**config.mk**
```make
export PLATFORM = sky130hd
export DESIGN_NAME = alarm_arm_ctrl
export DESIGN_NICKNAME = d
export VERILOG_FILES = /design/src/rtl/alarm_arm_ctrl.sv
export SDC_FILE = /design/constraint.sdc
export NUM_CORES = 1
export LEC_CHECK = 0
export BUFFER_PORTS_ARGS = -buffer_cell sky130_fd_sc_hd__clkbuf_2
export CAP_MARGIN = 20
export CORE_ASPECT_RATIO = 1.4
export CORE_MARGIN = 2
export CORE_UTILIZATION = 55
export DETAILED_ROUTE_END_ITERATION = 10
export PLACE_DENSITY = 0.77
export SLEW_MARGIN = 25
export SYNTH_ARGS = -nofsm -noshare
export SYNTH_HDL_FRONTEND = slang
export SYNTH_SLANG_ARGS = --single-unit
```
**constraint.sdc**
```tcl
create_clock -name clk -period 2.3 [get_ports clk]
set_input_delay 0.345 -clock clk [delete_from_list [all_inputs] [get_ports clk]]
set_output_delay 0.345 -clock clk [all_outputs]
set_load 0.02 [all_outputs]
```
**src/rtl/alarm_arm_ctrl.sv**
```systemverilog
// Arming controller for the alarm detector: exit/entry delays, siren timing
// with automatic re-arm, and bad-code lockout. Level outputs decode state/mode.
module alarm_arm_ctrl #(
  parameter int EXIT_CYCLES  = 8,
  parameter int ENTRY_CYCLES = 8,
  parameter int SIREN_CYCLES = 16,
  parameter int CNT_W        = 8,
  parameter int MAX_BAD      = 3
) (
  input  logic clk,
  input  logic rst_n,
  input  logic arm_away,
  input  logic arm_stay,
  input  logic disarm,
  input  logic code_ok,
  input  logic secure,
  input  logic sensor_alarm,
  output logic alarm_set,
  output logic alarm_stay,
  output logic siren,
  output logic exit_active,
  output logic entry_active,
  output logic arm_fail,
  output logic bad_code
);

  typedef enum logic [2:0] {
    S_DISARMED,
    S_EXIT_DELAY,
    S_ARMED,
    S_ENTRY_DELAY,
    S_SIREN
  } state_t;

  localparam logic [CNT_W-1:0] EXIT_LOAD  = CNT_W'(EXIT_CYCLES - 1);
  localparam logic [CNT_W-1:0] ENTRY_LOAD = CNT_W'(ENTRY_CYCLES - 1);
  localparam logic [CNT_W-1:0] SIREN_LOAD = CNT_W'(SIREN_CYCLES - 1);
  localparam logic [1:0]       BAD_LIMIT  = 2'(MAX_BAD);

  state_t           state_reg, state_next;
  logic             mode_reg, mode_next;
  logic [CNT_W-1:0] cnt_reg, cnt_next;
  logic [1:0]       bad_cnt_reg, bad_cnt_next;
  logic             arm_fail_reg, arm_fail_next;
  logic             bad_code_reg, bad_code_next;

  logic             timer_done;
  logic             good_disarm;
  logic             bad_attempt;
  logic [1:0]       bad_cnt_inc;
  logic             lockout;
  logic             arm_req;

  assign timer_done  = (cnt_reg == '0);
  assign good_disarm = disarm && code_ok;
  assign bad_attempt = disarm && !code_ok;
  assign arm_req     = arm_away || arm_stay;
  assign bad_cnt_inc = (bad_cnt_reg >= BAD_LIMIT) ? BAD_LIMIT : bad_cnt_reg + 2'd1;
  // A bad code that reaches the limit forces the siren, except when already sounding.
  assign lockout     = bad_attempt && (bad_cnt_inc == BAD_LIMIT) && (state_reg != S_SIREN);

  always_ff @(posedge clk or negedge rst_n) begin
    if (!rst_n) begin
      state_reg    <= S_DISARMED;
      mode_reg     <= 1'b0;
      cnt_reg      <= '0;
      bad_cnt_reg  <= 2'd0;
      arm_fail_reg <= 1'b0;
      bad_code_reg <= 1'b0;
    end else begin
      state_reg    <= state_next;
      mode_reg     <= mode_next;
      cnt_reg      <= cnt_next;
      bad_cnt_reg  <= bad_cnt_next;
      arm_fail_reg <= arm_fail_next;
      bad_code_reg <= bad_code_next;
    end
  end

  always_comb begin
    state_next    = state_reg;
    mode_next     = mode_reg;
    cnt_next      = cnt_reg;
    bad_cnt_next  = bad_cnt_reg;
    arm_fail_next = 1'b0;
    bad_code_next = 1'b0;

    if (state_reg == S_DISARMED) begin
      if (arm_req) begin
        if (!secure) begin
          arm_fail_next = 1'b1;
        end else if (arm_stay) begin
          state_next = S_ARMED;
          mode_next  = 1'b1;
          cnt_next   = '0;
        end else begin
          state_next = S_EXIT_DELAY;
          mode_next  = 1'b0;
          cnt_next   = EXIT_LOAD;
        end
      end
    end else if (good_disarm) begin
      // A valid code overrides timers and sensors in every armed state.
      state_next   = S_DISARMED;
      mode_next    = 1'b0;
      cnt_next     = '0;
      bad_cnt_next = 2'd0;
    end else begin
      if (bad_attempt) begin
        bad_code_next = 1'b1;
        bad_cnt_next  = bad_cnt_inc;
      end

      if (lockout) begin
        state_next = S_SIREN;
        cnt_next   = SIREN_LOAD;
      end else begin
        case (state_reg)
          S_EXIT_DELAY: begin
            if (timer_done) begin
              state_next = S_ARMED;
            end else begin
              cnt_next = cnt_reg - 1'b1;
            end
          end
          S_ARMED: begin
            if (sensor_alarm) begin
              if (mode_reg) begin
                state_next = S_SIREN;
                cnt_next   = SIREN_LOAD;
              end else begin
                state_next = S_ENTRY_DELAY;
                cnt_next   = ENTRY_LOAD;
              end
            end
          end
          S_ENTRY_DELAY: begin
            if (timer_done) begin
              state_next = S_SIREN;
              cnt_next   = SIREN_LOAD;
            end else begin
              cnt_next = cnt_reg - 1'b1;
            end
          end
          S_SIREN: begin
            // Re-arm in the same mode; counter is already zero here.
            if (timer_done) begin
              state_next = S_ARMED;
            end else begin
              cnt_next = cnt_reg - 1'b1;
            end
          end
          default: begin
            state_next = S_DISARMED;
            mode_next  = 1'b0;
            cnt_next   = '0;
          end
        endcase
      end
    end
  end

  assign alarm_set    = (state_reg == S_ARMED) || (state_reg == S_ENTRY_DELAY) ||
                        (state_reg == S_SIREN);
  assign alarm_stay   = alarm_set && mode_reg;
  assign siren        = (state_reg == S_SIREN);
  assign exit_active  = (state_reg == S_EXIT_DELAY);
  assign entry_active = (state_reg == S_ENTRY_DELAY);
  assign arm_fail     = arm_fail_reg;
  assign bad_code     = bad_code_reg;

endmodule

```
==> flow_summary.json <==
{
  "yosysMostFrequentCell": "o21ai_0",
  "internal_power_mw": 0.919,
  "dpl_worst_slack_ps": 330,
  "critical_path_class": "flop to primary output",
  "final_hold_viol_count": 0,
  "avgSynthCellArea_um2": 8.37,
  "cts_buffers": 3,
  "seq_area_frac_synth_pct": 36.0,
  "grt_use_total_pct": 23.3,
  "synth_top_area_share_pct": 36.0,
  "synthesis.nets": 142,
  "postSynth.asyncResetShare_pct": 100,
  "seqPwrFrac_pct": 32.9,
  "leakagePower_nw": 0.535,
  "cts.sinks": 16,
  "initial_utilization_pct": 57.1,
  "finalCriticalPeriod_ps": 2110,
  "syn_area_mm2": 0.00111,
  "fin_hold_ws_ps": 229,
  "ys_ff_latch": 16,
  "gp_congestion": 0.874,
  "met2_length_um": 1320,
  "reg2reg_slack_ps": 320,
  "synth_area_leader_cell": "dfrtp_1",
  "portBuffers": 14,
  "status": "complete, no violations",
  "drive_above_1_share_pct": 18.9,
  "drc": 0,
  "hpwl_um": 1960,
  "powerDensity_mw_per_mm2": 1410,
  "synth_cells": 133,
  "drt_iter0_drc": 58,
  "switching_share_pct": 47.7,
  "ys_types": 40,
  "h-tree-depth": 1,
  "ios": 15,
  "wl_met3_um": 130,
  "worst-path-max-fanout": 14,
  "place_area_mm2": 0.00120,
  "row_count": 19,
  "clockBufferDepth": 2,
  "dr.pass1.iters": 5,
  "clk_pin_slew_ps": 90,
  "via_count": 1095,
  "critPathMaxStageDelay_ps": 550,
  "setup_ws_ps": 186,
  "cts_root_buf": "clkbuf_4",
  "grt_pass1_wl_um": 4280,
  "place_inst": 164,
  "fin_util_pct": 63.8,
  "largest_reg_flops": 8,
  "finalClockSkew_ps": 0.767,
  "wirelength_um": 2580,
  "tns_ps": 0,
  "synth_top_cells_by_area": "dfrtp_1 36%, o21ai_0 8.1%, nand2_1 4.7%",
  "hold_path.class": "primary input to flop",
  "synth_edf_count": 0,
  "critPathArrivalTime_ps": 1770,
  "post-route-cell-area_mm2": 0.00124,
  "dieWidth_um": 42.0,
  "cts_tree": "built",
  "antenna_found_initial": 0,
  "post-cts-setup-buffers": 0,
  "grt_setup_unrepaired": "false",
  "die-area_mm2": 0.00241,
  "finalNonFillerCells": 169,
  "diodes": 0,
  "synthFlopType": "dfrtp_1",
  "cp-start-kind": "flop",
  "fp.dieH_um": 57.2,
  "p_sw_mw": 0.837,
  "met1Wirelength_um": 1050,
  "max-cap-violations": 0,
  "grt_pass1_vias": 1019,
  "grt_max_degree": 17,
  "peakVddDrop_v": 0.000713,
  "crit_path_top_delay_cell": "dfrtp_1",
  "end_kind": "primary output",
  "yosysWarnings": 0,
  "slew_headroom_pct": 58.0,
  "grt.overflow.total": 0,
  "final-max-slew-violation-count": 0,
  "tightestPinTransition_ps": 625,
  "ctsHoldBuffers": 1,
  "wl_per_cell_um": 15.3,
  "coreArea_mm2": 0.00195,
  "fmax_mhz": 473,
  "path_cells": "or3b_1 > a21oi_1 > clkbuf_2",
  "final.period_utilization_pct": 91.9,
  "nNetsFinal": 158,
  "ant_nets": 0,
  "power.share.clock_pct": 10.8,
  "top_layer_used": "met4",
  "crit_required_ps": 1960,
  "synthToLayoutAreaGrowth_pct": 11.7,
  "power.total_mw": 1.76,
  "routed_via_density": 6.48,
  "nFillCells": 186,
  "synth_commonest_cells": "18 x o21ai_0, 16 x dfrtp_1, 14 x nand2_1",
  "pwr-share-comb_pct": 56.3,
  "ctsResizeCount": 0,
  "setup_violations": 0,
  "clkLatencyLatePin_ps": 290
}
==> cell usage in the layout, fill, tap and decap left out, drive strengths merged, types with 3 or more instances in the layout <==
master and n:
and2 3, a31oi 4, nor2b 3, o21ai 19
inv 5, o21a 3, a21oi 6, dfrtp 16
a22oi 4, nand2b 3, buf 3, o211ai 3
o31ai 3, nor3 5, clkbuf 18, nor2 10
nand2 14
==> logic make-up after synthesis <==
logic type / count (synthesis) / share of synthesized area, %
XOR/XNOR: 2 / 1.57
flip-flops: 16 / 36.0
AO/OA/AOI/OAI: 49 / 29.2
multiplexers: 2 / 2.02
AND/OR/NAND/NOR: 51 / 25.3
adder cells (fa/ha/maj): 1 / 1.12
buffers and inverters: 12 / 4.83
==> power by group through the flow <==
stage	registers (mW)	logic [mW]	clock network [mW]
3_3_place_gp	0.573	0.961	0
5_1_grt	0.598	1.09	0.208
2_1_floorplan	0.499	0.803	0
4_1_cts	0.574	0.988	0.193
3_5_place_dp	0.579	0.977	0
6_report	0.578	0.990	0.189
==> per-layer routing <==
layer	vias to the layer above	global-route usage, %
li1	528	-
met1	513	25.6
met2	45	41.3
met3	9	4.11
met4	0	13.8
met5	-	0
==> cell type report <==
| type | instances | area (µm²) | share of cell area [%] |
|---|---|---|---|
| multi-input cells | 105 | 659 | 53.0 |
| flip-flops and latches | 16 | 400 | 32.2 |
| repair buffers | 18 | 103 | 8.25 |
| clock buffers | 4 | 36.3 | 2.92 |
| well taps | 21 | 26.3 | 2.11 |
| inverters | 5 | 18.8 | 1.51 |
==> critical path, delay by kind of cell (launching register included) <==
family | cells | cell delay (ps)
and+or+nand+nor | 1 | 540
DFF | 1 | 550
buffers and inverters | 1 | 190
AOI/OAI and AO/OA | 1 | 190
==> worst paths after layout <==
kind	end	start	cells after the start
worst max register to register	cnt_reg[2]	cnt_reg[0]	8
worst min-delay path	arm_fail	secure	2
worst max-delay path	alarm_stay	state_reg[0]	3
min in group asynchronous	arm_fail	rst_n	2
worst min register to register	bad_cnt_reg[0]	bad_cnt_reg[0]	2
max in group asynchronous	cnt_reg[6]	rst_n	2
(Power assumes the default switching activity.)
